===== src/rtl/shift_load_sequencer.sv =====
// Parallel-in/serial-out sequencer that drives the shifter's 2-bit mode code and keeps a shadow copy.
// Define SHIFT_PARITY_EN to append an even-parity bit after the data bits of every frame.
`timescale 1ns/1ps
module shift_load_sequencer #(
   parameter int BUS_WIDTH = 8
) (
   input  logic                 clk,
   input  logic                 rst_i,
   input  logic [BUS_WIDTH-1:0] data_i,
   input  logic                 valid_i,
   output logic                 ready_o,
   input  logic                 dir_i,
   input  logic                 fill_i,
   input  logic                 hold_i,
   output logic [1:0]           mode_o,
   output logic [BUS_WIDTH-1:0] data_o,
   output logic                 serial_o,
   output logic                 serial_valid_o,
   output logic                 last_o,
   output logic                 busy_o
);
   localparam int CW = $clog2(BUS_WIDTH) + 1;
   localparam logic [CW-1:0] LAST_COUNT = CW'(BUS_WIDTH - 1);

`ifdef SHIFT_PARITY_EN
   typedef enum logic [1:0] {IDLE, SHIFT, PARITY} state_t;
`else
   typedef enum logic [0:0] {IDLE, SHIFT} state_t;
`endif

   state_t               state;
   logic [BUS_WIDTH-1:0] shadow;
   logic [CW-1:0]        count;
   logic                 dir;
   logic                 advance;
   logic                 last;
   logic                 accept;

   assign advance = (state == SHIFT) & !hold_i;

`ifdef SHIFT_PARITY_EN
   logic parity;
   assign last = (state == PARITY) & !hold_i;
`else
   assign last = advance & (count == LAST_COUNT);
`endif

   // Outputs are forced low while reset is held, even though state already reads IDLE.
   assign ready_o        = !rst_i & ((state == IDLE) | last);
   assign accept         = valid_i & ready_o;
   assign busy_o         = !rst_i & (state != IDLE);
   assign last_o         = !rst_i & last;
   assign serial_valid_o = !rst_i & (state != IDLE) & !hold_i;
   assign data_o         = shadow;

   always_comb begin
      serial_o = 1'b0;
      if (!rst_i && state == SHIFT)
         serial_o = dir ? shadow[0] : shadow[BUS_WIDTH-1];
`ifdef SHIFT_PARITY_EN
      else if (!rst_i && state == PARITY)
         serial_o = parity;
`endif
   end

   // A load on the final bit overrides the shift so frames stream without a bubble.
   always_comb begin
      mode_o = 2'b00;
      if (accept)
         mode_o = 2'b01;
      else if (advance)
         mode_o = {1'b1, dir};
   end

   always_ff @(posedge clk or posedge rst_i) begin
      if (rst_i) begin
         state  <= IDLE;
         shadow <= '0;
         count  <= '0;
         dir    <= 1'b0;
`ifdef SHIFT_PARITY_EN
         parity <= 1'b0;
`endif
      end else if (accept) begin
         state  <= SHIFT;
         shadow <= data_i;
         count  <= '0;
         dir    <= dir_i;
`ifdef SHIFT_PARITY_EN
         parity <= ^data_i;
`endif
      end else if (advance) begin
         shadow <= dir ? {fill_i, shadow[BUS_WIDTH-1:1]} : {shadow[BUS_WIDTH-2:0], fill_i};
         count  <= count + 1'b1;
         if (count == LAST_COUNT) begin
`ifdef SHIFT_PARITY_EN
            state <= PARITY;
`else
            state <= IDLE;
`endif
         end
      end
`ifdef SHIFT_PARITY_EN
      else if (last) begin
         state <= IDLE;
      end
`endif
   end
endmodule


===== config.mk =====
export PLATFORM = sky130hd
export DESIGN_NAME = shift_load_sequencer
export DESIGN_NICKNAME = d
export VERILOG_FILES = /design/src/rtl/shift_load_sequencer.sv
export SDC_FILE = /design/constraint.sdc
export NUM_CORES = 1
export LEC_CHECK = 0
export ABC_AREA = 1
export CORE_UTILIZATION = 64
export CTS_BUF_LIST = sky130_fd_sc_hd__clkbuf_16
export CTS_CLUSTER_DIAMETER = 30
export DETAILED_ROUTE_END_ITERATION = 12
export DONT_BUFFER_PORTS = 1
export PLACE_DENSITY = 0.83
export SYNTH_ARGS = -nofsm -noshare
export SYNTH_HDL_FRONTEND = slang
export SYNTH_SLANG_ARGS = --single-unit

===== constraint.sdc =====
create_clock -name clk -period 3 [get_ports clk]
set_input_delay 0.6 -clock clk [delete_from_list [all_inputs] [get_ports clk]]
set_output_delay 0.6 -clock clk [all_outputs]
set_load 0.01 [all_outputs]

Word-level counts from Yosys, hierarchy flattened --
Index checks and enable logic that the tools add are counted.
Storage, ports and cells: bits in registers 14, input bits 14, output and inout port bits 15
Operators by class: $add $sub $neg 1, equality and inequality tests 1, mux-type cells 12, bitwise operators 9, reductions and logical operators 6
Operators by type and width (count):
- 8-bit 2-to-1 mux | 3
- 4-bit 2-to-1 mux | 2
- 1-bit AND | 7
- 1-bit 2-to-1 mux | 5
- 4-bit by 1-bit adder with 4-bit output (second input constant) | 1
- 4-bit by 3-bit == test with 1-bit output (second input constant) | 1
- 2-bit 2-to-1 mux | 2
- 2-bit nonzero test | 2
- 1-bit logical NOT | 2
- 2-bit AND reduction | 1
- 1-bit logical AND | 1
- 1-bit NOT | 1
- 1-bit OR | 1

Logic depth before layout (Yosys ltp) --
Gate-level depths: netlist of run 1.
word-level depth 8, gate-level depth with buffers 9, gate-level depth less buffers 8

Worst setup path after synthesis of run 1 --
OpenSTA, ideal clock, no wires.
path kind input-to-reg, from input port rst_i, to register shadow[0] (netlist: data_o[0]), library setup time 0.126 ns, arrival time 1.841 ns, required time 2.874 ns, setup slack 1.033 ns, stages 5, cells stage by stage inv_2 > clkbuf_1 > a31oi_2 > nand2_1 > nand3_1
On the way: word-level cells in the longest chain between the ends 4, elaborated cells between the ends (all ways) 5
Ends and longest elaborated chain:
- start, declared | RTL line 8 | input logic rst_i,
- 1-bit logical NOT (no source line) *
- 1-bit AND * | RTL line 49 | assign ready_o = !rst_i & ((state == IDLE) | last);
- 1-bit AND * | RTL line 50 | assign accept = valid_i & ready_o;
- 8-bit 2-to-1 mux / 2-bit nonzero test (equally long branches)
- end signal, assigned | RTL line 86 | shadow <= data_i;
- end signal, assigned | RTL line 93 | shadow <= dir ? {fill_i, shadow[BUS_WIDTH-1:1]} : {shadow[BUS_WIDTH-2:0], fill_i};
- end, declared | RTL line 32 | logic [BUS_WIDTH-1:0] shadow;
Mark *: on every way between the ends. The rest lies on a longest branch, timed or not. A chain may end at the register's enable or synchronous reset.

Final worst setup path of run 1 --
from register state, to output port mode_o[0]
On the way: word-level cells in the longest chain between the ends 6, elaborated cells between the ends (all ways) 8
Ends and longest elaborated chain:
- start, declared | RTL line 31 | state_t state;
- start signal, assigned | RTL line 77 | state <= IDLE;
- start signal, assigned | RTL line 85 | state <= SHIFT;
- start signal, assigned | RTL line 99 | state <= IDLE;
- 1-bit AND | RTL line 39 | assign advance = (state == SHIFT) & !hold_i;
- 1-bit AND | RTL line 45 | assign last = advance & (count == LAST_COUNT);
- 1-bit OR | RTL line 49
- 1-bit AND | RTL line 49
- 1-bit AND | RTL line 50
- 2-bit 2-to-1 mux * | RTL line 69 | if (accept)
- end, declared | RTL line 15 | output logic [1:0] mode_o,
Marked as above.

==> results.ini, run 1 <==
[clocking]
cts.htree.levels=1
clk-insertion-delay-late_ns=0.24
numCtsBuffers=3
root_buffer=clkbuf_16
cts_sinks=14
tritoncts=built
cts_hold_buf=0
cts-resized-gates=0
cts_setup_buffers=0
path_clk_slew_ns=0.05
clockBufferDepth=2

[sta]
setup_violations=0
setup_tns_ns=0
worst_pin_slew_ns=0.5170
finalHoldViolCount=0
slew_headroom_pct=65.42
hold_ws_ns=0.2605
fmax_mhz=420.6
grt_setup_unrepaired=false
slew_viol_final=0
fin_worst_skew_ns=0.003851
layout_setup_ws_ns=0.6226
fin_crit_sh_pct=79.25
period_needed_ns=2.377

[pwr]
p_per_area_mw_per_mm2=1070
ir_drop_uv=550.3
p_leak_nw=0.4449

[placement]
placed_cell_area_um2=852.1
io_buffers=0
post-place-cells=121
gp_congestion=0.8828
pre_cts_slack_ns=0.8718

[critical_path]
critical_path_class=flip-flop to output pin
reg2reg_depth=7
critPathMaxStageDelay_ns=0.43
arrival_ns=1.78
cp.buffers_inverters=1
path_max_fanout=17
cp_cell_sequence=inv_2 -> nor2_8 -> nand3_2 -> nand2_4 -> nand3_4 -> o21ai_1
cp-start-kind=flip-flop
worstSetupPathDepth=6
cp_slowest_cell=dfrtp_1
critPathCaptureType=output pin
worstPathRequired_ns=2.40
critPathTopFamily=simple AND/OR/NAND/NOR gates

[final_layout]
fill_cells=87
final_nets=127
drive_gt1_share_pct=11.71
final_cell_mix=nand2_1 (25), nand3_1 (19), dfrtp_1 (14), o21ai_0 (10)
final_common_cell=nand2_1
final_cells=125
antenna_cells=0
finalInstanceArea_um2=930.9
area_growth_pct=7.670

[synth]
synth_cells=113
synth_nets=128
syn_avg_cell_area_um2=7.651
yosysTopAreaCell=dfrtp_1
syn_area_um2=864.6
yosysWarningCount=0
ys_seq_area_share_pct=40.52
yosysTopAreaCellShare_pct=40.52
yosys_register_bits=14
synth_area_leaders=dfrtp_1 (41%), nand3_1 (11%), nand2_1 (11%)
ys_types=22

[drt]
firstDrtPassIters=4
totalWireLength_mm=2.056
dr_total_vias=845
via_per_inst=6.760
wl_per_cell_um=16.45
drtIter0Drc=34
drc=0
postRouteAntennaNets=0

[global_routing]
antenna_found_initial=0
grt_overflow=0
grt_first_pass_wirelength_mm=3.105
first_global_vias=756
grt_max_degree=25
grtUsageTotal_pct=30.93

[die]
pin_count=29
fp.coreArea_mm2=0.001186
rows=12
die_w_um=38.76
start_util_pct=72.89
die_h_um=38.76
dieArea_mm2=0.001502

[min_path]
hp-class=primary input to async pin

[flow_run]
cap_violations=0

[outcome]
status=complete, no violations

[layer usage]
layer | global-route usage (%) | routed length, um | share of wire (%) | vias to the layer above
met4 | 14.66 | 31 | 1.5 | 0
met5 | 0 | 0 | 0 | -
met3 | 8.671 | 185 | 9.0 | 6
met1 | 34.94 | 800 | 39 | 411
met2 | 52.92 | 1038 | 50 | 49
li1 | - | - | - | 379
[Yosys cell counts]
cell type,instances
dfrtp_1,14
nand3_1,19
inv_2,5
nand2_4,1
clkbuf_1,5
nand3b_1,1
nor2_8,1
nand4_1,8
o21a_1,1
a21oi_1,1
o211ai_1,1
nand3_4,1
o21ai_1,1
ha_1,1
nor2_1,6
o21ai_0,10
nand3_2,1
a21o_1,1
buf_6,1
a31oi_2,1
inv_1,8
nand2_1,25
[kinds of logic after synthesis]
| group | synth area share (%) |
|---|---|
| adders and majority gates | 1.447 |
| and+or+nand+nor | 37.92 |
| DFF | 40.52 |
| AOI/OAI and AO/OA | 11.00 |
| buffers and inverters | 9.118 |
[path summary, 6_finish.rpt]
path | from | end | slack [ns]
max | state | mode_o[0] | 0.62
min | rst_i | count[3] | 0.26
max reg2reg | state | data_o[4] | 1.34
min reg2reg | count[1] | count[1] | 0.54
max in group asynchronous | rst_i | data_o[0] | 2.41
min in group clk | dir_i | dir | 0.50
[power by group]
part / total [mW] / switching (mW) / internal, mW
combinational: 0.366 / 0.243 / 0.123
sequential: 0.377 / 0.107 / 0.270
clock: 0.253 / 0.0766 / 0.176
total: 0.996 / 0.427 / 0.569
[flip-flops by register name, indices dropped and copies added, names as in the netlist]
signal	cells
count	4
data_o	8
dir	1
state	1
[metrics by stage]
step,power [mW],utilization [%]
3_3_place_gp,0.7128,71.84
4_1_cts,0.9928,78.48
3_5_place_dp,0.7323,71.84
6_report,0.9960,78.48
5_1_grt,1.061,78.48
2_1_floorplan,0.6625,-
[cell type report]
cell class | count | area (um^2) | area share, %
Multi-Input combinational cell | 80 | 435.4 | 46.77
Clock buffer | 3 | 75.07 | 8.065
Clock inverter | 1 | 3.754 | 0.4032
Tap cell | 14 | 17.52 | 1.882
Inverter | 13 | 48.80 | 5.242
Sequential cell | 14 | 350.3 | 37.63
No activity file was read; power rests on OpenSTA's default activity.
==> run 2: changes to the inputs <==
CORE_UTILIZATION = 54   (was 64)
PLACE_DENSITY = 0.75   (was 0.83)
clock period = 2 ns   (was 3 ns; I/O delays follow)
==> run 2 against run 1 <==
Net effect: flip-flop and latch count did not move; sequential share of layout area is 1.6 points lower; wire length down 0.49%; critical path depth increased by 2; clock power increased by 45%.
==> results.ini, run 2 (synthesis gave the netlist of run 1 again) <==
[pwr]
total_power_mw=1.501
p_per_area_mw_per_mm2=1542
p_leak_nw=0.4678
ir_drop_uv=699.4

[die]
die_w_um=42.02
rows=14
start_util_pct=57.39
pin_count=29
die_h_um=42.02
fp.coreArea_mm2=0.001506
dieArea_mm2=0.001765

[global_routing]
grt_max_degree=18
grtUsageTotal_pct=24.23
first_global_vias=768
grt_first_pass_wirelength_mm=3.325
antenna_found_initial=0
grt_overflow=0

[critical_path]
cp-start-kind=flip-flop
path_max_fanout=10
critPathCaptureType=output pin
worstPathRequired_ns=1.60
critical_path_class=flip-flop to output pin
arrival_ns=1.47
reg2reg_depth=9

[drt]
dr_total_vias=814
postRouteAntennaNets=0
firstDrtPassIters=4
drtIter0Drc=48
wl_per_cell_um=15.62
via_per_inst=6.214
totalWireLength_mm=2.046
drc=0

[final_layout]
final_cell_mix=nand2_1 (25), nand3_1 (19), dfrtp_1 (14), o21ai_0 (10)
seq_area_um2=350.3
largest_reg_flops=8
multiInputGateArea_um2=439.2
final_common_cell=nand2_1
final_cells=131
fill_cells=127
area_growth_pct=12.59
antenna_cells=0
finalInstanceArea_um2=973.4
drive_gt1_share_pct=15.65
final_nets=132

[placement]
placed_cell_area_um2=862.1
gp_congestion=0.8652
hpwl_mm=1.382
io_buffers=0
post-place-cells=124

[clocking]
numCtsBuffers=3
clk-insertion-delay-late_ns=0.24
cts.htree.levels=1
tritoncts=built
root_buffer=clkbuf_16
clockBufferDepth=2
cts_sinks=14
path_clk_slew_ns=0.04

[sta]
fmax_mhz=533.7
setup_tns_ns=0
slew_headroom_pct=63.85
grt_setup_unrepaired=false
period_needed_ns=1.874
slew_viol_final=0
fin_worst_skew_ns=0.001813
worst_pin_slew_ns=0.5405
setup_violations=0
fin_crit_sh_pct=93.69
finalHoldViolCount=0

[min_path]
hp-class=primary input to flip-flop
hold_depth=1

[outcome]
status=complete, no violations

[flow_run]
cap_violations=0

==> run 2: changes by cell type in the layout (fill, tap and decap cells not counted), sizes merged <==
cell / before / now
buf: 0 / 4
clkinv: 1 / 0
dlygate4sd3: 0 / 1
==> run 2: timing repair <==
action	CTS	global route
setup endpoints to repair	2	2
hold buffers	1	0
setup buffers	1	2
hold endpoints to repair	5	0
pin swaps	2	1
resized for setup	1	0
==> run 2: area by class of cell <==
type | instances | area share [%]
well taps | 16 | 2.057
flip-flops and latches | 14 | 35.99
multi-input cells | 80 | 45.12
repair buffers | 5 | 4.113
clock buffers | 3 | 7.712
inverters | 13 | 5.013
==> run 2: routing by layer <==
layer	vias to the layer above	GRT usage, %	wire (um)
li1	386	-	-
met4	0	9.375	9
met2	42	41.25	1052
met3	2	7.328	161
met5	-	0	0
met1	384	28.65	823
==> run 2: worst paths after layout <==
check / startpoint / to / slack, ns
max: count[0] / mode_o[1] / 0.13
min: dir_i / dir / 0.30
max reg2reg: count[0] / dir / 0.42
min reg2reg: count[1] / count[1] / 0.53
max in group asynchronous: rst_i / data_o[1] / 1.03
min in group asynchronous: rst_i / count[2] / 0.53
==> run 2: worst max-delay path, stage by stage, from the launching register on <==
cell and delay, ns:
dfrtp_1 0.40, ha_1 0.22, nand2_1 0.08, inv_1 0.05
nand3_2 0.10, nand2_4 0.11, nand3_4 0.12, nand2_1 0.07
inv_2 0.07
==> run 2: stage by stage <==
stage / util (%) / worst slack [ns] / hold WS (ns)
6_report: 64.62 / 0.1261 / 0.3021
3_5_place_dp: 57.23 / 0.1902 / 0.2038
4_1_cts: 63.62 / 0.003697 / 0.3018
2_1_floorplan: - / 0.2330 / 0.4754
5_1_grt: 64.62 / 0.006432 / 0.3037
3_3_place_gp: 57.23 / 0.2531 / 0.2051
==> run 2: power by group <==
| part | switching, mW | leakage, nW | total (mW) | internal (mW) |
|---|---|---|---|---|
| sequential | 0.162 | 0.174 | 0.568 | 0.406 |
| combinational | 0.361 | 0.257 | 0.565 | 0.204 |
| clock | 0.107 | 0.0370 | 0.368 | 0.261 |
==> run 3: changes to the inputs <==
CORE_UTILIZATION = 40   (was 54)
HOLD_SLACK_MARGIN = 0.03   (was unset)
PLACE_DENSITY = 0.59   (was 0.75)
==> run 3 against run 2 <==
Net effect: die area is 33% higher; wire length is 0.20% higher; sequential power hardly changed; clock skew hardly changed; register-to-register slack better by 0.04 ns; non-clock buffer count is 1 higher; flip-flop and latch count stayed put; clock-buffer cell count stayed put; sequential share of layout area is 0.77 points lower; utilization is 15 points lower; first-iteration DRC count is 40% lower.
==> results.ini, run 3 (synthesis gave the netlist of run 1 again) <==
[final_layout]
antenna_cells=0
final_nets=133
final_cell_mix=nand2_1 (25), nand3_1 (19), dfrtp_1 (14), o21ai_0 (10)
drive_gt1_share_pct=16.38
multiInputGateArea_um2=439.2
final_common_cell=nand2_1
seq_area_um2=350.3
largest_reg_flops=8
area_growth_pct=15.05
fill_cells=214

[clocking]
root_buffer=clkbuf_16
numCtsBuffers=3
clk-insertion-delay-late_ns=0.24
clockBufferDepth=2
path_clk_slew_ns=0.05
tritoncts=built
cts_sinks=14
cts.htree.levels=1

[critical_path]
worstPathRequired_ns=1.60
cp-start-kind=flip-flop
crit_top_cell=nand2_1
critical_path_class=flip-flop to output pin
path_max_fanout=7
cp_cell_sequence=ha_1 -> nand2_1 -> inv_1 -> nand3_2 -> nand2_4 -> nand3_4 -> nand2_1 -> inv_2
cp_slowest_cell=dfrtp_1
arrival_ns=1.45
critPathMaxStageDelay_ns=0.41
critPathCaptureType=output pin

[drt]
dr_total_vias=805
met3WireLength_um=169
highest_layer=met3
totalWireLength_mm=2.050
wl_met1_um=968
firstDrtPassIters=4
dr_wl_met2_um=913
via_per_inst=5.629
drtIter0Drc=29
postRouteAntennaNets=0
wl_per_cell_um=14.34
drc=0

[pwr]
p_switching_mw=0.6301
ir_drop_uv=805.3
share_comb_of_total_power_pct=38.1
p_leak_nw=0.4741
p_per_area_mw_per_mm2=1528
power.internal_mw=0.8896
clockPowerShare_pct=24.3
swShare_pct=41.46
power_frac_seq_pct=37.5

[sta]
setup_violations=0
slew_headroom_pct=65.35
fin_worst_skew_ns=0.001786
slew_viol_final=0
layout_setup_ws_ns=0.1453
fmax_mhz=539.2
fin_crit_sh_pct=92.73
grt_setup_unrepaired=false
period_needed_ns=1.855
hold_ws_ns=0.2933
finalHoldViolCount=0
worst_pin_slew_ns=0.5180
setup_tns_ns=0

[die]
rows=16
die_w_um=48.49
die_h_um=48.49
dieArea_mm2=0.002351
pin_count=29
fp.coreArea_mm2=0.002002
start_util_pct=43.19

[global_routing]
grtUsageTotal_pct=18.85
first_global_vias=794
grt_overflow=0
grt_first_pass_wirelength_mm=3.491
grt_max_degree=17
antenna_found_initial=0

[placement]
gp_congestion=0.8110
pre_cts_slack_ns=0.2570
io_buffers=0
hpwl_mm=1.464

[min_path]
hp-class=primary input to flip-flop

[outcome]
status=complete, no violations

[flow_run]
cap_violations=0

run 3: critical path, delay by kind of cell (launching register included):
| family | cells | cell delay (ns) |
|---|---|---|
| flops | 1 | 0.41 |
| buf+inv | 2 | 0.12 |
| fa+ha+maj | 1 | 0.22 |
| simple gates | 5 | 0.45 |
run 3: power groups by stage:
| stage | Clock (mW) | Sequential [mW] | Combinational, mW |
|---|---|---|---|
| 6_report | 0.370 | 0.571 | 0.580 |
| 5_1_grt | 0.385 | 0.589 | 0.668 |
| 4_1_cts | 0.375 | 0.568 | 0.552 |
| 3_5_place_dp | 0 | 0.572 | 0.537 |
| 3_3_place_gp | 0 | 0.569 | 0.522 |
| 2_1_floorplan | 0 | 0.520 | 0.473 |
run 3: what timing repair did:
| action | in CTS | in global routing |
|---|---|---|
| hold buffers | 1 | 0 |
| pin swaps | 1 | 1 |
| cloned | 0 | 0 |
| setup buffers | 1 | 2 |
| endpoints found under the setup margin | 1 | 2 |
| gates resized for setup | 0 | 1 |
| hold endpoints to repair | 6 | 0 |
run 3: path summary, 6_finish.rpt:
kind	slack, ns	to	startpoint	depth (start not counted)
max	0.15	mode_o[1]	count[0]	8
max in group asynchronous	1.02	data_o[5]	rst_i	3
max reg2reg	0.46	data_o[6]	count[0]	9
min reg2reg	0.53	count[1]	count[1]	2
min in group asynchronous	0.53	data_o[0]	rst_i	2
min	0.29	dir	dir_i	1
run 3: layer usage:
layer	up-vias	track usage, %
met5	-	0
met4	0	6.863
met3	0	4.403
met2	35	30.75
met1	384	24.35
li1	386	-
run 3: cell type report:
class / instances / share of cell area, %
Tap cell: 27 / 3.396
Timing Repair Buffer: 6 / 4.780
Sequential cell: 14 / 35.22
Inverter: 13 / 4.906
Clock buffer: 3 / 7.547
Multi-Input combinational cell: 80 / 44.15
run 3: stage by stage:
step,power [mW],utilization (%),area (um^2),std cells
6_report,1.520,49.69,994.7,143
4_1_cts,1.496,48.75,975.9,141
2_1_floorplan,0.9937,-,864.6,113
3_5_place_dp,1.109,44.13,883.3,136
5_1_grt,1.641,49.69,994.7,143
3_3_place_gp,1.092,44.13,883.3,136
